===== src/rtl/rx_huge_page_scheduler.sv =====
// Hands out host write addresses inside the two driver-owned RX huge pages, alternating
// between them. A page is returned to the driver when it is full, when a packet will not fit, or when it sits idle too long.
module rx_huge_page_scheduler #(
    parameter int unsigned HUGE_PAGE_SIZE = 2097152,
    parameter int unsigned TIMEOUT_CYCLES = 15625
) (
    input  logic        trn_clk,
    input  logic        reset,
    input  logic [63:0] huge_page_addr_1,
    input  logic [63:0] huge_page_addr_2,
    input  logic        huge_page_status_1,
    input  logic        huge_page_status_2,
    output logic        huge_page_free_1,
    output logic        huge_page_free_2,
    input  logic        wr_req,
    input  logic [13:0] wr_len,
    output logic        wr_gnt,
    output logic [63:0] wr_addr,
    input  logic        wr_done,
    output logic        closed_valid,
    output logic        closed_page,
    output logic [31:0] closed_bytes
);

    localparam int OFF_W = $clog2(HUGE_PAGE_SIZE) + 1;
    localparam int SUM_W = ((OFF_W > 15) ? OFF_W : 15) + 1;
    localparam int TMO_W = (TIMEOUT_CYCLES > 1) ? $clog2(TIMEOUT_CYCLES) : 1;

    localparam logic [SUM_W-1:0] PAGE_BYTES = SUM_W'(HUGE_PAGE_SIZE);
    localparam logic [TMO_W-1:0] TMO_LAST   = TMO_W'(TIMEOUT_CYCLES - 1);

    typedef enum logic [1:0] {
        S_WAIT,
        S_OPEN,
        S_BUSY,
        S_CLOSE
    } state_e;

    state_e             state_q, state_d;
    logic               cur_q, cur_d;
    logic [63:0]        base_q, base_d;
    logic [OFF_W-1:0]   offset_q, offset_d;
    logic [TMO_W-1:0]   tmo_cnt_q, tmo_cnt_d;

    logic               wr_gnt_q, wr_gnt_d;
    logic [63:0]        wr_addr_q, wr_addr_d;
    logic               free_1_q, free_1_d;
    logic               free_2_q, free_2_d;
    logic               closed_valid_q, closed_valid_d;
    logic               closed_page_q, closed_page_d;
    logic [31:0]        closed_bytes_q, closed_bytes_d;

    logic [14:0]        len_r;
    logic [SUM_W-1:0]   fill_sum;
    logic               fits;
    logic               page_full;
    logic               page_used;
    logic               idle_expired;
    logic               cur_status;
    logic [63:0]        cur_addr;

    // Sums are one bit wider than either operand so a 16 KiB packet on a nearly full page cannot wrap.
    assign len_r        = ({1'b0, wr_len} + 15'd7) & 15'h7ff8;
    assign fill_sum     = SUM_W'(offset_q) + SUM_W'(len_r);
    assign fits         = (fill_sum <= PAGE_BYTES);
    assign page_full    = (SUM_W'(offset_q) == PAGE_BYTES);
    assign page_used    = (offset_q != '0);
    assign idle_expired = page_used && (tmo_cnt_q == TMO_LAST);
    assign cur_status   = cur_q ? huge_page_status_2 : huge_page_status_1;
    assign cur_addr     = cur_q ? huge_page_addr_2   : huge_page_addr_1;

    // NOTE: asynchronous reset drops the open page outright; no free pulse is issued for it.
    always_ff @(posedge trn_clk or posedge reset) begin
        if (reset) begin
            state_q <= S_WAIT;
        end else begin
            // NOTE: non-blocking assignments keep every register sampling pre-edge values.
            state_q <= state_d;
        end
    end

    always_comb begin
        // NOTE: default first so no path through the case leaves state_d unassigned (no latch).
        state_d = state_q;
        unique case (state_q)
            S_WAIT: begin
                if (cur_status) state_d = S_OPEN;
            end
            S_OPEN: begin
                if (wr_req) begin
                    // A packet larger than an empty page stalls; an empty page is never closed.
                    if (fits)           state_d = S_BUSY;
                    else if (page_used) state_d = S_CLOSE;
                end else if (idle_expired) begin
                    state_d = S_CLOSE;
                end
            end
            S_BUSY: begin
                if (wr_done) state_d = page_full ? S_CLOSE : S_OPEN;
            end
            S_CLOSE: begin
                state_d = S_WAIT;
            end
            default: state_d = S_WAIT;
        endcase
    end

    always_comb begin
        cur_d          = cur_q;
        base_d         = base_q;
        offset_d       = offset_q;
        tmo_cnt_d      = tmo_cnt_q;
        wr_gnt_d       = 1'b0;
        wr_addr_d      = wr_addr_q;
        free_1_d       = 1'b0;
        free_2_d       = 1'b0;
        closed_valid_d = 1'b0;
        closed_page_d  = closed_page_q;
        closed_bytes_d = closed_bytes_q;

        unique case (state_q)
            S_WAIT: begin
                if (cur_status) begin
                    base_d    = cur_addr;
                    offset_d  = '0;
                    tmo_cnt_d = '0;
                end
            end
            S_OPEN: begin
                if (wr_req && fits) begin
                    wr_gnt_d  = 1'b1;
                    wr_addr_d = base_q + 64'(offset_q);
                    offset_d  = OFF_W'(fill_sum);
                    tmo_cnt_d = '0;
                end else if (!wr_req && page_used && !idle_expired) begin
                    tmo_cnt_d = tmo_cnt_q + 1'b1;
                end
            end
            S_CLOSE: begin
                cur_d     = ~cur_q;
                offset_d  = '0;
                tmo_cnt_d = '0;
            end
            default: ;
        endcase

        // Close outputs are launched on the transition so they coincide with the CLOSE cycle.
        if (state_d == S_CLOSE) begin
            free_1_d       = ~cur_q;
            free_2_d       = cur_q;
            closed_valid_d = 1'b1;
            closed_page_d  = cur_q;
            closed_bytes_d = 32'(offset_q);
        end
    end

    always_ff @(posedge trn_clk or posedge reset) begin
        if (reset) begin
            cur_q          <= 1'b0;
            base_q         <= '0;
            offset_q       <= '0;
            tmo_cnt_q      <= '0;
            wr_gnt_q       <= 1'b0;
            wr_addr_q      <= '0;
            free_1_q       <= 1'b0;
            free_2_q       <= 1'b0;
            closed_valid_q <= 1'b0;
            closed_page_q  <= 1'b0;
            closed_bytes_q <= '0;
        end else begin
            cur_q          <= cur_d;
            base_q         <= base_d;
            offset_q       <= offset_d;
            tmo_cnt_q      <= tmo_cnt_d;
            wr_gnt_q       <= wr_gnt_d;
            wr_addr_q      <= wr_addr_d;
            free_1_q       <= free_1_d;
            free_2_q       <= free_2_d;
            closed_valid_q <= closed_valid_d;
            closed_page_q  <= closed_page_d;
            closed_bytes_q <= closed_bytes_d;
        end
    end

    assign wr_gnt           = wr_gnt_q;
    assign wr_addr          = wr_addr_q;
    assign huge_page_free_1 = free_1_q;
    assign huge_page_free_2 = free_2_q;
    assign closed_valid     = closed_valid_q;
    assign closed_page      = closed_page_q;
    assign closed_bytes     = closed_bytes_q;

endmodule


===== config.mk =====
export PLATFORM = sky130hd
export DESIGN_NAME = rx_huge_page_scheduler
export DESIGN_NICKNAME = d
export VERILOG_FILES = /design/src/rtl/rx_huge_page_scheduler.sv
export SDC_FILE = /design/constraint.sdc
export NUM_CORES = 1
export LEC_CHECK = 0
export ABC_CLOCK_PERIOD_IN_PS = 7000
export CORE_MARGIN = 5
export CORE_UTILIZATION = 51
export DETAILED_ROUTE_END_ITERATION = 7
export GPL_TIMING_DRIVEN = 1
export HOLD_SLACK_MARGIN = 0.1
export MAX_ROUTING_LAYER = met4
export PLACE_DENSITY_LB_ADDON = 0.05
export RECOVER_POWER = 100
export SYNTH_ARGS = -nofsm -noshare
export SYNTH_HDL_FRONTEND = slang
export SYNTH_SLANG_ARGS = --single-unit

===== constraint.sdc =====
create_clock -name trn_clk -period 7 [get_ports trn_clk]
set_clock_uncertainty 0.05 [all_clocks]
set_input_delay 0.7 -clock trn_clk [delete_from_list [all_inputs] [get_ports trn_clk]]
set_output_delay 0.7 -clock trn_clk [all_outputs]
set_load 0.01 [all_outputs]

==> results by group, run 1 <==
Finish
  • Design area: 0.0138 mm2
  • Ratio of cells with drive above 1 in the final layout: 0.0656
  • Commonest cells after routing, fill and taps aside: 187 x dfrtp_1, 144 x clkdlybuf4s50_1, 118 x nand2_1
  • Final core occ: 0.655
  • # diodes: 0
  • Commonest non-fill, non-tap cell in the layout: dfrtp_1
  • Area Growth Syn to Fin: 26.4%
  • Fin nets: 1,453
  • Fill cells: 1,768

Timing
  • Crit path time final: 5690 ps
  • WHS: 437 ps
  • Tcrit/Tclk final: 0.813
  • Final WS setup: 1310 ps
  • Hold Fails Final Rpt: 0
  • Max_slew headroom: -1.62
  • Post-Route Setup TNS: 0 ps
  • Final Setup Violations: 0
  • Pin slew with the least headroom to its limit: 3930 ps
  • Slew Viols, Final: 188
  • RSZ-0062 raised after global routing: false
  • Fmax: 176 MHz

Yosys
  • FFs w/ async S/R, synth: 1.00
  • Seq/Total Area, Yosys: 0.430
  • Largest area contributor in the netlist: dfrtp_1
  • Synth Warn #: 0
  • Syn_area_per_cell: 10.4 um2
  • Gate Count Post-Synth: 1,053
  • Synth top area share: 0.430
  • Main flop type after synthesis: dfrtp_1
  • Area contributors post-synth: dfrtp_1 43%, mux2_4 6.7%, mux2i_1 6.0%
  • Synthesized area: 0.0109 mm2
  • Number of library cell types mapped by synthesis: 73
  • Flop and latch count out of synthesis: 188
  • EDFF count, synth: 0

Clock tree
  • Clk slew on worst S/H paths: 80 ps
  • Root buf cell: clkbuf_16
  • CTS sink count: 188
  • Inserted Clock Buffers: 17
  • Worst-Skew Late Latency: 430 ps
  • TritonCTS clock tree: done
  • H-Tree Depth: 4
  • CTS max path bufs: 2
  • Post_cts resized: 0
  • Post-CTS Hold Buffers: 0
  • # Post-CTS Setup Buffers: 0

Worst setup path
  • Peak fanout along the critical path: 57
  • CP Launch Type: input port
  • Crit path arrival time: 5960 ps
  • CP required: 7270 ps
  • Most used cell, CP: and3_1
  • Setup CP Type: input port to register
  • Critical Path Max Stage Delay: 630 ps
  • CP top delay family: compound AO/OA/AOI/OAI gates
  • CP Cell Sequence: dlygate4sd3_1 -> o31a_1 -> and3_1 -> and3_1 -> and3_1 -> nand3_1 -> nor2_1 -> xor2_1 -> ha_1 -> a21o_1 -> a21oi_1 -> nor2_1 -> a221oi_2 -> o2111a_2 -> o2111ai_4 -> o21ai_4 -> nand2_1 -> buf_12 -> mux2_1
  • Crit. End Element: register
  • CP max-delay cell: a21oi_1
  • WP buf/inv: 2

Die
  • Die area: 0.0245 mm2
  • Chip width: 156 um
  • I/O pin count: 249
  • Core area: 0.0211 mm2
  • Die span in y: 156 um
  • Site row count: 53
  • Starting Density: 0.518

GRT
  • Initial antenna violation count: 0
  • Gr usage total: 0.229
  • First-pass GRT wire length: 43,500 um
  • Grt ovf: 0
  • Vias in the first global route: 8,231
  • Pin count of the biggest net entering global routing: 132

Power
  • VDD IR-drop max: 0.192 mV
  • Leakage power: 6.30 nW
  • Power per cell area: 382 mW/mm2

Place
  • Port Buffers: 235
  • Pre-CTS setup slack: 1090 ps
  • DPL Wire Length: 20,900 um
  • Placed inst area: 0.0134 mm2
  • Gpl congestion: 0.921

Routing
  • Number of remaining DRC errors: 0
  • Per-cell routed wire length: 17.6 um
  • Vias per cell: 5.45
  • Detail Route Antenna Nets: 0
  • DR pass1 iterations: 5
  • Via count: 8,474
  • Final wirelength: 27,300 um
  • DRT iter0 DRCs: 496

Run status
  • Failing checks: capacitance limit, slew limit
  • Status: finished with violations

Hold path
  • HP Class: register to register

Job
  • Max cap viols: 2
worst paths after layout:
check                      startpoint     endpoint  slack, ps  depth (start not counted)
setup / recovery            wr_len[3]   wr_addr[2]       1310                         19
hold / removal              base_q[0]    base_q[0]        440                          2
setup reg to reg                cur_q   base_q[25]       2330                          3
hold reg to reg             base_q[0]    base_q[0]        440                          2
max in group asynchronous       reset        cur_q       2160                          3
min in group asynchronous       reset  wr_addr[33]        880                          2
power breakdown:
group / internal (W) / switching, W / total, W
combinational: 0.00119 / 0.00126 / 0.00245
clock: 0.000512 / 0.000459 / 0.000971
sequential: 0.00153 / 0.000329 / 0.00186
layer usage:
| metal | share of wire | global-route usage |
|---|---|---|
| met4 | 0.018 | 0.0550 |
| met2 | 0.48 | 0.369 |
| met1 | 0.44 | 0.297 |
| met3 | 0.058 | 0.0517 |
| met5 | 0 | - |
tightest hold or removal path: cells and delay by family (launching register included):
kind / cells / cell delay [ps]
DFF: 1 / 350
AOI/OAI and AO/OA: 1 / 60
and+or+nand+nor: 1 / 40
cell type report:
| type | instances | area (um2) | share of cell area |
|---|---|---|---|
| flip-flops and latches | 188 | 4710 | 0.341 |
| well taps | 275 | 344 | 0.0249 |
| clock inverters | 14 | 168 | 0.0121 |
| clock buffers | 18 | 429 | 0.0311 |
| repair buffers | 242 | 2410 | 0.174 |
| inverters | 26 | 105 | 0.00760 |
| multi-input cells | 792 | 5660 | 0.409 |
per-stage QoR:
step	instances	power, W
final	1555	0.00528
after global routing	1555	0.00568
after floorplan	1065	0.00367
after detailed placement	1523	0.00465
after global placement	1523	0.00458
after CTS	1555	0.00563
synthesized netlist by cell type (3+ instances only):
| library cell | count |
|---|---|
| nor2_1 | 54 |
| xor2_1 | 30 |
| nor4_1 | 6 |
| buf_1 | 6 |
| dfrtp_1 | 188 |
| nor3_1 | 12 |
| nor2b_1 | 7 |
| o211ai_1 | 5 |
| nand2_1 | 117 |
| nand4_1 | 12 |
| o21a_1 | 6 |
| a21oi_1 | 33 |
| ha_1 | 37 |
| a22oi_1 | 5 |
| a211oi_1 | 6 |
| a22o_1 | 7 |
| nor4b_1 | 3 |
| clkbuf_1 | 27 |
| xnor2_1 | 57 |
| o311a_1 | 3 |
| nor3b_1 | 5 |
| buf_2 | 5 |
| nand3_1 | 28 |
| mux2_4 | 49 |
| a221oi_1 | 3 |
| o2bb2ai_1 | 4 |
| o32ai_1 | 3 |
| and3_1 | 28 |
| a31oi_1 | 3 |
| o21ai_0 | 87 |
| mux2_2 | 35 |
| nand2b_1 | 6 |
| a2111oi_0 | 3 |
| and2_1 | 11 |
| buf_6 | 6 |
| a21o_1 | 8 |
| a21boi_0 | 3 |
| mux2i_1 | 66 |
| inv_1 | 26 |
| buf_4 | 15 |
sequential cells by signal, indices dropped and copies added (netlist names):
register,count
wr_gnt,1
closed_page,1
state_q,2
huge_page_free_1,1
offset_q,19
base_q,64
huge_page_free_2,1
wr_addr,64
tmo_cnt_q,14
closed_bytes,19
cur_q,1
closed_valid,1
cells by family (layout without fill, tap and decap cells):
group	after synthesis	after routing	share of synthesized area
xor+xnor	87	87	0.0697
mux	150	150	0.164
flops	188	188	0.430
buf+inv	85	300	0.0390
other cells	1	13	0.000343
compound gates	207	207	0.124
fa+ha+maj	38	38	0.0442
simple gates	297	297	0.129
No activity file was read; power rests on OpenSTA's default activity.
==> inputs of run 2 (changes only) <==
--- a/config.mk
+++ b/config.mk
@@ -5,7 +5,7 @@
 export SDC_FILE = /design/constraint.sdc
 export NUM_CORES = 1
 export LEC_CHECK = 0
-export ABC_CLOCK_PERIOD_IN_PS = 7000
+export ABC_CLOCK_PERIOD_IN_PS = 5600
 export CORE_MARGIN = 5
 export CORE_UTILIZATION = 51
 export DETAILED_ROUTE_END_ITERATION = 7
==> constraint.sdc (replaced) <==
create_clock -name trn_clk -period 5.6 [get_ports trn_clk]
set_clock_uncertainty 0.05 [all_clocks]
set_input_delay 0.56 -clock trn_clk [delete_from_list [all_inputs] [get_ports trn_clk]]
set_output_delay 0.56 -clock trn_clk [all_outputs]
set_load 0.01 [all_outputs]
==> run 2 against run 1 <==
Compared with the run above:
- the flow still finishes with violations (capacitance limit, slew limit)
- die area unchanged
- setup slack got worse by 790 ps
- power increased by 25%
- worst hold slack improved by 0.99 ps
- count of clock-buffer cells in the layout increased by 1
- global-route usage increased by 0.38 points
- highest routed layer unchanged
==> results by group, run 2 (synthesis results as in run 1) <==
Die
  • Site row count: 53
  • Chip width: 156 um
  • Core area: 0.0211 mm2
  • Die span in y: 156 um
  • Starting Density: 0.518
  • Die area: 0.0245 mm2
  • I/O pin count: 249

Finish
  • Fin cells: 1,565
  • Ratio of cells with drive above 1 in the final layout: 0.0736
  • Reg area: 0.00470 mm2
  • # diodes: 0
  • Fin nets: 1,463
  • Commonest cells after routing, fill and taps aside: 188 x dfrtp_1, 146 x clkdlybuf4s50_1, 117 x nand2_1
  • Commonest non-fill, non-tap cell in the layout: dfrtp_1
  • Area of the multi-input gates: 0.00567 mm2
  • Fill cells: 1,767
  • Area Growth Syn to Fin: 27.0%

Routing
  • Number of remaining DRC errors: 0
  • DRT iter0 DRCs: 389
  • Via count: 8,538
  • Vias per cell: 5.46
  • Final wirelength: 27,600 um
  • Per-cell routed wire length: 17.6 um
  • Detail Route Antenna Nets: 0
  • DR pass1 iterations: 6

Clock tree
  • H-Tree Depth: 4
  • CTS max path bufs: 2
  • Inserted Clock Buffers: 17
  • CTS sink count: 188
  • Clk slew on worst S/H paths: 80 ps
  • TritonCTS clock tree: done
  • Worst-Skew Late Latency: 430 ps
  • Post-CTS Hold Buffers: 0
  • Root buf cell: clkbuf_16
  • # Post-CTS Setup Buffers: 0
  • Post_cts resized: 0

Worst setup path
  • Most used cell, CP: and3_1
  • Crit path arrival time: 5360 ps
  • Peak fanout along the critical path: 12
  • CP required: 5880 ps
  • Reg2Reg Launch Point: offset_q[3]
  • CP max-delay cell: ha_1
  • Worst Setup SP: wr_len[1]
  • CP Cell Sequence: clkdlybuf4s50_1 -> o31a_1 -> and3_1 -> and3_1 -> and3_1 -> nand3_1 -> nor2_1 -> xor2_1 -> ha_1 -> nand4_1 -> o221ai_1 -> a21oi_1 -> o32ai_1 -> o311a_1 -> o2111ai_4 -> o211ai_1 -> a211o_1 -> buf_4 -> mux2_2
  • Critical Path Max Stage Delay: 450 ps
  • Setup CP Type: input port to register
  • CP Launch Type: input port
  • Crit. End Element: register
  • FF-to-FF path depth: 12

Hold path
  • HP Start: base_q[8]
  • Hold path depth: 2
  • HP Class: register to register

Timing
  • Hold Fails Final Rpt: 0
  • Max_slew headroom: -0.682
  • Post-Route Setup TNS: 0 ps
  • Pin slew with the least headroom to its limit: 2520 ps
  • Crit path time final: 5080 ps
  • Tcrit/Tclk final: 0.907
  • RSZ-0062 raised after global routing: false
  • Fmax: 197 MHz
  • Final Setup Violations: 0
  • Slew Viols, Final: 318

GRT
  • Grt ovf: 0
  • Global routing usage on met1: 0.303
  • Pin count of the biggest net entering global routing: 189
  • Gr usage total: 0.233
  • Met2 usage: 0.390
  • First-pass GRT wire length: 44,400 um
  • Initial antenna violation count: 0
  • Met3 Use GR: 0.0429
  • GR peak layer: met2
  • Vias in the first global route: 8,406

Power
  • Leakage power: 6.34 nW
  • Clock power frac: 0.179
  • VDD IR-drop max: 0.233 mV
  • Comb pwr share: 0.467
  • Internal: 0.00401 W
  • Power per cell area: 477 mW/mm2
  • Net Sw Power: 0.00260 W
  • Sequential share of power: 0.354
  • Net Sw Frac: 0.393

Run status
  • Status: finished with violations
  • Failing checks: capacitance limit, slew limit

Job
  • Max cap viols: 2

Place
  • Cells after DPL: 1,533
  • Port Buffers: 235
  • Gpl congestion: 0.927
  • DPL Wire Length: 21,100 um
==> run 2: cell count changes in the layout (fill, tap and decap cells not counted), sizes merged <==
cell,before,now
buf,5,12
bufinv,1,0
clkdlybuf4s50,144,146
clkbuf,20,24
dlygate4sd3,91,89
==> run 2: worst paths after layout <==
check | endpoint | slack, ps
worst min-delay path | base_q[8] | 440
worst min register to register | base_q[8] | 440
worst max-delay path | closed_page | 520
worst max register to register | offset_q[11] | 1480
max in group asynchronous | base_q[26] | 2420
min in group asynchronous | closed_page | 1440
==> run 2: metrics by stage <==
step / cell area (um2) / util / hold slack, ps / setup slack, ps / total power [W]
6_report: 13900 / 0.658 / 438 / 518 / 0.00662
3_5_place_dp: 13500 / 0.641 / 429 / 169 / 0.00587
3_3_place_gp: 13500 / 0.641 / 418 / 335 / 0.00579
4_1_cts: 14100 / 0.668 / 446 / 640 / 0.00706
5_1_grt: 13900 / 0.658 / 450 / 170 / 0.00712
2_1_floorplan: 11000 / - / 400 / 919 / 0.00459
==> run 2: layer usage <==
metal / up-vias / share of wire / wire length, um
li1: 4192 / - / -
met1: 4131 / 0.44 / 12200
met2: 195 / 0.50 / 13800
met3: 20 / 0.048 / 1320
met4: 0 / 0.010 / 286
met5: - / 0 / 0
==> run 2: final cells by class <==
class	instances	area share
Clock buffer	19	0.0312
Inverter	26	0.00730
Multi-Input combinational cell	792	0.409
Timing Repair Buffer	252	0.179
Sequential cell	188	0.339
Tap cell	275	0.0248
Clock inverter	13	0.0105
==> run 2: critical path: cells and delay by family <==
family / cells / cell delay [ps]
AO/OA/AOI/OAI: 8 / 2160
multiplexers: 1 / 350
AND/OR/NAND/NOR: 6 / 1050
buffers and inverters: 2 / 630
XOR/XNOR: 1 / 140
adder cells (fa/ha/maj): 1 / 450
==> run 2: power by group through the flow <==
stage,sequential [W],combinational [W],clock [W]
after floorplan,0.00237,0.00222,0
after global placement,0.00237,0.00342,0
after detailed placement,0.00239,0.00348,0
after CTS,0.00237,0.00348,0.00121
after global routing,0.00243,0.00342,0.00127
final,0.00234,0.00309,0.00119
